File: config.mk
export PLATFORM = sky130hd
export DESIGN_NAME = gardner_ted_filter
export DESIGN_NICKNAME = d
export VERILOG_FILES = /design/src/rtl/gardner_ted_filter.sv
export SDC_FILE = /design/constraint.sdc
export NUM_CORES = 2
export LEC_CHECK = 0
export BUFFER_PORTS_ARGS = -buffer_cell sky130_fd_sc_hd__buf_2
export CAP_MARGIN = 5
export CORE_UTILIZATION = 29
export DETAILED_ROUTE_END_ITERATION = 6
export PLACE_DENSITY = 0.55
export SLEW_MARGIN = 20
export SYNTH_ARGS = -nofsm -noshare
export SYNTH_HDL_FRONTEND = slang
export SYNTH_SLANG_ARGS = --single-unit
File: constraint.sdc
create_clock -name clk -period 11.7 [get_ports clk]
set_input_delay 0 -clock clk [delete_from_list [all_inputs] [get_ports clk]]
set_output_delay 0 -clock clk [all_outputs]
set_load 0.03 [all_outputs]
File: src/rtl/gardner_ted_filter.sv
// Gardner timing-error detector with a proportional-integral loop filter.
// Captures on-time and mid-symbol I/Q samples around the corrector's strobe,
// forms the Gardner error once per symbol and publishes the negated,
// filtered error that the corrector adds to its sampling increment.
module gardner_ted_filter #(
  parameter int WIDTH     = 16,
  parameter int HALF_SYM  = 16,
  parameter int KP_SHIFT  = 4,
  parameter int KI_SHIFT  = 8,
  parameter int ACC_WIDTH = 32
) (
  input  logic                    clk,
  input  logic                    rst_n,
  input  logic                    en,
  input  logic                    strobe,
  input  logic signed [WIDTH-1:0] I_32M,
  input  logic signed [WIDTH-1:0] Q_32M,
  output logic signed [WIDTH-1:0] error_n,
  output logic                    err_valid,
  output logic                    sync_err
);

  // Product width: (WIDTH+1)-bit difference times WIDTH-bit sample.
  localparam int PROD_W = 2 * WIDTH + 1;
  // Sum of the I and Q products; exact for any input.
  localparam int TED_W  = 2 * WIDTH + 2;
  // Error after dropping WIDTH-1 fraction bits.
  localparam int TS_W   = WIDTH + 3;
  // Integrator update headroom and filter output headroom.
  localparam int ACC_X  = ACC_WIDTH + 1;
  localparam int SUM_W  = ACC_WIDTH + 2;

  localparam logic [7:0] HALF_CNT = 8'(HALF_SYM);

  localparam logic signed [ACC_X-1:0] ACC_MAX = {2'b00, {(ACC_WIDTH-1){1'b1}}};
  localparam logic signed [ACC_X-1:0] ACC_MIN = -ACC_MAX;
  localparam logic signed [SUM_W-1:0] OUT_MAX = SUM_W'({1'b0, {(WIDTH-1){1'b1}}});
  localparam logic signed [SUM_W-1:0] OUT_MIN = -OUT_MAX;

  typedef enum logic [2:0] {
    S_IDLE,
    S_WAIT_MID,
    S_WAIT_ON,
    S_MUL,
    S_FILT
  } state_t;

  state_t state, state_nxt;

  logic [7:0] cnt;

  logic cap_prev, cap_mid, cap_cur, shift_cur;
  logic do_mul, do_filt, accept, viol;

  logic signed [WIDTH-1:0] prev_i, prev_q, mid_i, mid_q, cur_i, cur_q;

  logic signed [WIDTH:0]     diff_i, diff_q;
  logic signed [PROD_W-1:0]  prod_i, prod_q;
  logic signed [TED_W-1:0]   ted_sum, ted;
  logic signed [TS_W-1:0]    ted_s, p_term, i_term;
  logic signed [ACC_X-1:0]   integ_sum;
  logic signed [ACC_WIDTH-1:0] integ, integ_new;
  logic signed [SUM_W-1:0]   filt_sum, filt_neg;
  logic                      unused_ted_lsb;

  // Symmetric clip of the integrator update to +/-(2^(ACC_WIDTH-1)-1).
  function automatic logic signed [ACC_WIDTH-1:0] sat_acc(input logic signed [ACC_X-1:0] x);
    logic signed [ACC_X-1:0] y;
    if (x > ACC_MAX)      y = ACC_MAX;
    else if (x < ACC_MIN) y = ACC_MIN;
    else                  y = x;
    return y[ACC_WIDTH-1:0];
  endfunction

  // Symmetric clip of the output; the most negative code is never produced.
  function automatic logic signed [WIDTH-1:0] sat_w(input logic signed [SUM_W-1:0] x);
    logic signed [SUM_W-1:0] y;
    if (x > OUT_MAX)      y = OUT_MAX;
    else if (x < OUT_MIN) y = OUT_MIN;
    else                  y = x;
    return y[WIDTH-1:0];
  endfunction

  // Next-state and capture decode; a strobe in S_WAIT_MID always resyncs.
  always_comb begin
    state_nxt = state;
    cap_prev  = 1'b0;
    cap_mid   = 1'b0;
    cap_cur   = 1'b0;
    shift_cur = 1'b0;
    do_mul    = 1'b0;
    do_filt   = 1'b0;
    accept    = 1'b0;
    viol      = 1'b0;
    if (!en) begin
      state_nxt = S_IDLE;
    end else begin
      case (state)
        S_IDLE: begin
          if (strobe) begin
            cap_prev  = 1'b1;
            accept    = 1'b1;
            state_nxt = S_WAIT_MID;
          end
        end
        S_WAIT_MID: begin
          if (strobe) begin
            cap_prev = 1'b1;
            accept   = 1'b1;
            viol     = 1'b1;
          end else if (cnt == HALF_CNT) begin
            cap_mid   = 1'b1;
            state_nxt = S_WAIT_ON;
          end
        end
        S_WAIT_ON: begin
          if (strobe) begin
            cap_cur   = 1'b1;
            accept    = 1'b1;
            state_nxt = S_MUL;
          end
        end
        S_MUL: begin
          do_mul    = 1'b1;
          viol      = strobe;
          state_nxt = S_FILT;
        end
        S_FILT: begin
          do_filt   = 1'b1;
          viol      = strobe;
          shift_cur = 1'b1;
          state_nxt = S_WAIT_MID;
        end
        default: state_nxt = S_IDLE;
      endcase
    end
  end

  // State register.
  always_ff @(posedge clk or negedge rst_n) begin
    if (!rst_n) state <= S_IDLE;
    else        state <= state_nxt;
  end

  // Cycles since the last accepted strobe, saturating so it never wraps.
  always_ff @(posedge clk or negedge rst_n) begin
    if (!rst_n)              cnt <= '0;
    else if (accept)         cnt <= 8'd1;
    else if (cnt != 8'hFF)   cnt <= cnt + 8'd1;
  end

  // ---- Capture stage: previous, mid-symbol and current samples ----
  // Sample capture; the closing sample becomes the next symbol's previous one.
  always_ff @(posedge clk or negedge rst_n) begin
    if (!rst_n) begin
      prev_i <= '0;
      prev_q <= '0;
      mid_i  <= '0;
      mid_q  <= '0;
      cur_i  <= '0;
      cur_q  <= '0;
    end else begin
      if (cap_prev) begin
        prev_i <= I_32M;
        prev_q <= Q_32M;
      end else if (shift_cur) begin
        prev_i <= cur_i;
        prev_q <= cur_q;
      end
      if (cap_mid) begin
        mid_i <= I_32M;
        mid_q <= Q_32M;
      end
      if (cap_cur) begin
        cur_i <= I_32M;
        cur_q <= Q_32M;
      end
    end
  end

  // ---- Multiply stage: Gardner error, full precision ----
  always_comb begin
    diff_i  = {prev_i[WIDTH-1], prev_i} - {cur_i[WIDTH-1], cur_i};
    diff_q  = {prev_q[WIDTH-1], prev_q} - {cur_q[WIDTH-1], cur_q};
    prod_i  = PROD_W'(mid_i) * PROD_W'(diff_i);
    prod_q  = PROD_W'(mid_q) * PROD_W'(diff_q);
    ted_sum = TED_W'(prod_i) + TED_W'(prod_q);
  end

  // Error register, loaded once per symbol.
  always_ff @(posedge clk or negedge rst_n) begin
    if (!rst_n)      ted <= '0;
    else if (do_mul) ted <= ted_sum;
  end

  // ---- Filter stage: scale, integrate, negate and clip ----
  always_comb begin
    ted_s          = ted[TED_W-1:WIDTH-1];
    unused_ted_lsb = ^ted[WIDTH-2:0];
    p_term         = ted_s >>> KP_SHIFT;
    i_term         = ted_s >>> KI_SHIFT;
    integ_sum      = ACC_X'(integ) + ACC_X'(i_term);
    integ_new      = sat_acc(integ_sum);
    filt_sum       = SUM_W'(p_term) + SUM_W'(integ_new);
    filt_neg       = -filt_sum;
  end

  // Integrator and output; both hold while the loop is disabled.
  always_ff @(posedge clk or negedge rst_n) begin
    if (!rst_n) begin
      integ   <= '0;
      error_n <= '0;
    end else if (do_filt) begin
      integ   <= integ_new;
      error_n <= sat_w(filt_neg);
    end
  end

  // Output strobes, registered alongside error_n.
  always_ff @(posedge clk or negedge rst_n) begin
    if (!rst_n) begin
      err_valid <= 1'b0;
      sync_err  <= 1'b0;
    end else begin
      err_valid <= do_filt;
      sync_err  <= viol;
    end
  end

endmodule

==> summary.md <==
| Metric | Value |
|---|---|
| Post-Route WL | 96810 microns |
| Post-DP HPWL | between 70000 and 80000 microns |
| GRT met1 Usage | 21.02% |
| Total track usage | ~17% |
| DRC Markers | 1 |
| Synth unique cells | 93 |
| Max Clock Skew | about 0.024 ns |
| Leakage | ~17 nW |
| Antenna violations before repair | 3 |
| Clock Tree Buf Depth | 2 |
| ANT cells | 0 |
| PortBufs | 53 |
| Max cap viols | 0 |
| CTS root buf | clkbuf_16 |
| RSZ-0062 raised after global routing | false |
| Setup TNS | 0 ns |
| Io pins | between 50 and 60 |
| Slew Viols, Final | 0 |
| Pwr/cell area | around 84 nW/um^2 |
| Grt total ovfl | 0 |
| CP Capture Type | flop |
| # nets final | about 4.9k |
| Starting Density | between 20 and 30% |
| Async S/R FF share, synth | 100.0% |
| Clock-pin slew on the worst setup and hold paths | approximately 0.08 ns |
| EDFF count, synth | 0 |
| Yosys reg bits | between 150 and 200 |
| FP Rows | 127 |
| Via count | around 27k |
| CTS tree | yes |
| Hold Vio Cnt, Final | 0 |
| Slowest CP cell | o41a_1 |
| Final setup violation count | 0 |
| Routability congestion estimate | roughly 0.86 |
| Avg Inst Size Synth | between 8 and 9 sq um |
| Int Power | between 1.5 and 2 mW |
| Syn-to-layout area delta | 8.355% |
| Critical path type | reg2reg |
| Synth Cell Area | approximately 35000 sq um |
| First-pass GRT wire length | approximately 160000 microns |
| Mapped Cells | around 4.0k |
| Commonest non-fill, non-tap cell in the layout | inv_1 |
| Commonest cells after routing, fill and taps aside | inv_1, fa_1, nand2_1 |
| Psw | 1.563 mW |
| H-tree levels | 4 |
| CP max FO | 22 |
| Routed Antenna Nets | 0 |
| Failing checks | design-rule violations |
| Measured slew at the worst slew-check pin | approximately 1.2 ns |
| Power share of the combinational group | approximately 59% |
| DP Area | between 30000 and 40000 sq um |
| Layout cells sized above 1 | under 10% |
| Met2 usage | between 20% and 30% |
| Final period utilization | between 90% and 100% |
| Critical Path RT | around 12 ns |
| Max Fclk | 93.54 MHz |
| Die area | 123400 sq um |
| Critical Path Max Stage Delay | between 0.7 and 0.8 ns |
| Tmin final | 10.69 ns |
| M3 GR Usage | 2.639% |
| Net Sw Frac | around 48% |
| Chip height | 351.2 microns |
| Part of the power in the clock network | approximately 20% |
| Vias in the first global route | 28.87k |
| Sequential share of power | roughly a fifth |
| Max IR drop VDD | 0.1414 mV |
| Synth Flop Type | dfrtp_1 |
| Grt peak-use layer | met2 |
| Yosys warns | 0 |
| WL/cell | around 17 microns |
| CORE AREA | roughly 120000 sq um |
| Largest net degree at the start of global routing | between 60 and 70 |
| Finished Cell Area | about 38000 sq um |
| Drt pass-1 iters | 7 |
| Worst skew pair latency | roughly 0.53 ns |
| Outcome | finished, violations left |
| Min-delay worst type | in2async |
| Crit path top cell by count | fa_1 |
| Via density | just under 5 |
| Seq/Total Area, Yosys | between 10% and 20% |
| DRT iter0 DRCs | between 1.5k and 2k |
| CP startpoint kind | flop |
| Die width | between 300 and 400 microns |
| Clock buffers created by TritonCTS | 17 |
| Layout filler cell count | ~13k |
| Clock tree sinks | around 170 |
| Post-Syn Nets | ~4.9k |
| Crit path DAT | 11.09 ns |
| Relative slew margins | ~17% |
[repair_timing]
item / in CTS / in global routing
hold buffers: 35 / 0
gates resized for setup: 0 / 0
setup buffers: 0 / 0
hold endpoints to repair: 159 / 0
[power groups by stage]
stage | clock network [mW] | registers (mW) | logic, mW
floorplan | 0 | 0.658 | 1.37
global placement | 0 | 0.691 | 1.89
detailed placement | 0 | 0.693 | 1.91
CTS | 0.659 | 0.681 | 1.93
global route | 0.676 | 0.687 | 2.17
finish | 0.632 | 0.681 | 1.92
[path summary, 6_finish.rpt]
kind                        startpoint     endpoint  slack, ns  depth (start not counted)
hold / removal                   rst_n    cur_q[15]       0.03                          2
max in group asynchronous        rst_n    integ[30]       9.77                          4
setup / recovery             prev_i[0]      ted[33]       1.01                         33
hold reg to reg            error_n[15]  error_n[15]       0.48                          2
setup reg to reg             prev_i[0]      ted[33]       1.01                         33
min in group clk             Q_32M[15]   prev_q[15]       0.24                          4
[worst max-delay path: cells and delay by family (launching register included)]
family | cells | cell delay, ns
flip-flops | 1 | 0.38
adder cells (fa/ha/maj) | 11 | 4.76
AO/OA/AOI/OAI | 14 | 3.81
buffers and inverters | 4 | 0.60
XOR/XNOR | 1 | 0.15
AND/OR/NAND/NOR | 3 | 0.86
[state kept, by name, indices dropped and copies added (netlist names)]
register,flops
cnt,8
cur_i,16
cur_q,16
err_valid,1
error_n,16
integ,32
mid_i,16
mid_q,16
prev_i,16
prev_q,16
state,3
sync_err,1
ted,15
[layer usage]
layer	wire (microns)	vias to the layer above
li1	-	12680
met1	41870	13732
met2	48090	523
met3	4390	107
met4	2449	2
met5	11	-
[metrics by stage]
stage	hold WS (ns)	setup WS (ns)	power, mW	instances	util, %
final	0.03406	1.010	3.231	5571	31.82
after global routing	0.06432	0.2727	3.528	5571	31.82
after CTS	0.03414	0.9603	3.267	5571	31.82
after detailed placement	0.04836	1.001	2.600	5504	31.03
after global placement	0.04615	1.110	2.577	5504	31.03
after floorplan	-0.2956	2.038	2.028	3981	-
[cell usage after synthesis (17+ instances only)]
| cell | instances | area (sq um) |
|---|---|---|
| nand2_1 | 516 | 1937 |
| nand3_1 | 77 | 385.4 |
| xor2_1 | 26 | 227.7 |
| a211oi_1 | 18 | 135.1 |
| nand2b_1 | 42 | 262.8 |
| mux2_2 | 34 | 382.9 |
| dfrtp_1 | 172 | 4304 |
| o21a_1 | 22 | 165.2 |
| nor2b_1 | 80 | 500.5 |
| nand4_1 | 24 | 150.1 |
| ha_1 | 277 | 3466 |
| a21oi_1 | 107 | 535.5 |
| mux2i_1 | 36 | 360.4 |
| and2_1 | 176 | 1101 |
| nor2_1 | 116 | 435.4 |
| a22oi_1 | 28 | 210.2 |
| xnor2_1 | 59 | 516.8 |
| maj3_1 | 20 | 200.2 |
| a311oi_1 | 17 | 148.9 |
| nor4_1 | 22 | 137.6 |
| o21ai_0 | 175 | 875.8 |
| a31oi_1 | 21 | 131.4 |
| inv_1 | 726 | 2725 |
| clkbuf_1 | 183 | 686.9 |
| nor3_1 | 37 | 185.2 |
| fa_1 | 618 | 12370 |
| a21o_1 | 39 | 292.8 |
| and3_1 | 35 | 219.0 |
| or3_1 | 17 | 106.4 |
| o211ai_1 | 49 | 367.9 |
[area by class of cell]
class / instances / area (sq um) / share of cell area, %
flip-flops and latches: 172 / 4304 / 11.23
clock inverters: 14 / 162.7 / 0.4244
clock buffers: 18 / 429.2 / 1.120
well taps: 1612 / 2017 / 5.262
repair buffers: 149 / 1086 / 2.834
multi-input cells: 2879 / 27600 / 72.01
inverters: 727 / 2729 / 7.120
[logic make-up after synthesis]
group / after synthesis / share of synthesized area [%]
and+or+nand+nor: 1195 / 16.51
buffers and inverters: 930 / 9.986
DFF: 172 / 12.17
muxes: 70 / 2.101
adders and majority gates: 915 / 45.34
AOI/OAI and AO/OA: 613 / 11.74
xor gates and xnor gates: 86 / 2.151
No activity file was read; power rests on OpenSTA's default activity.
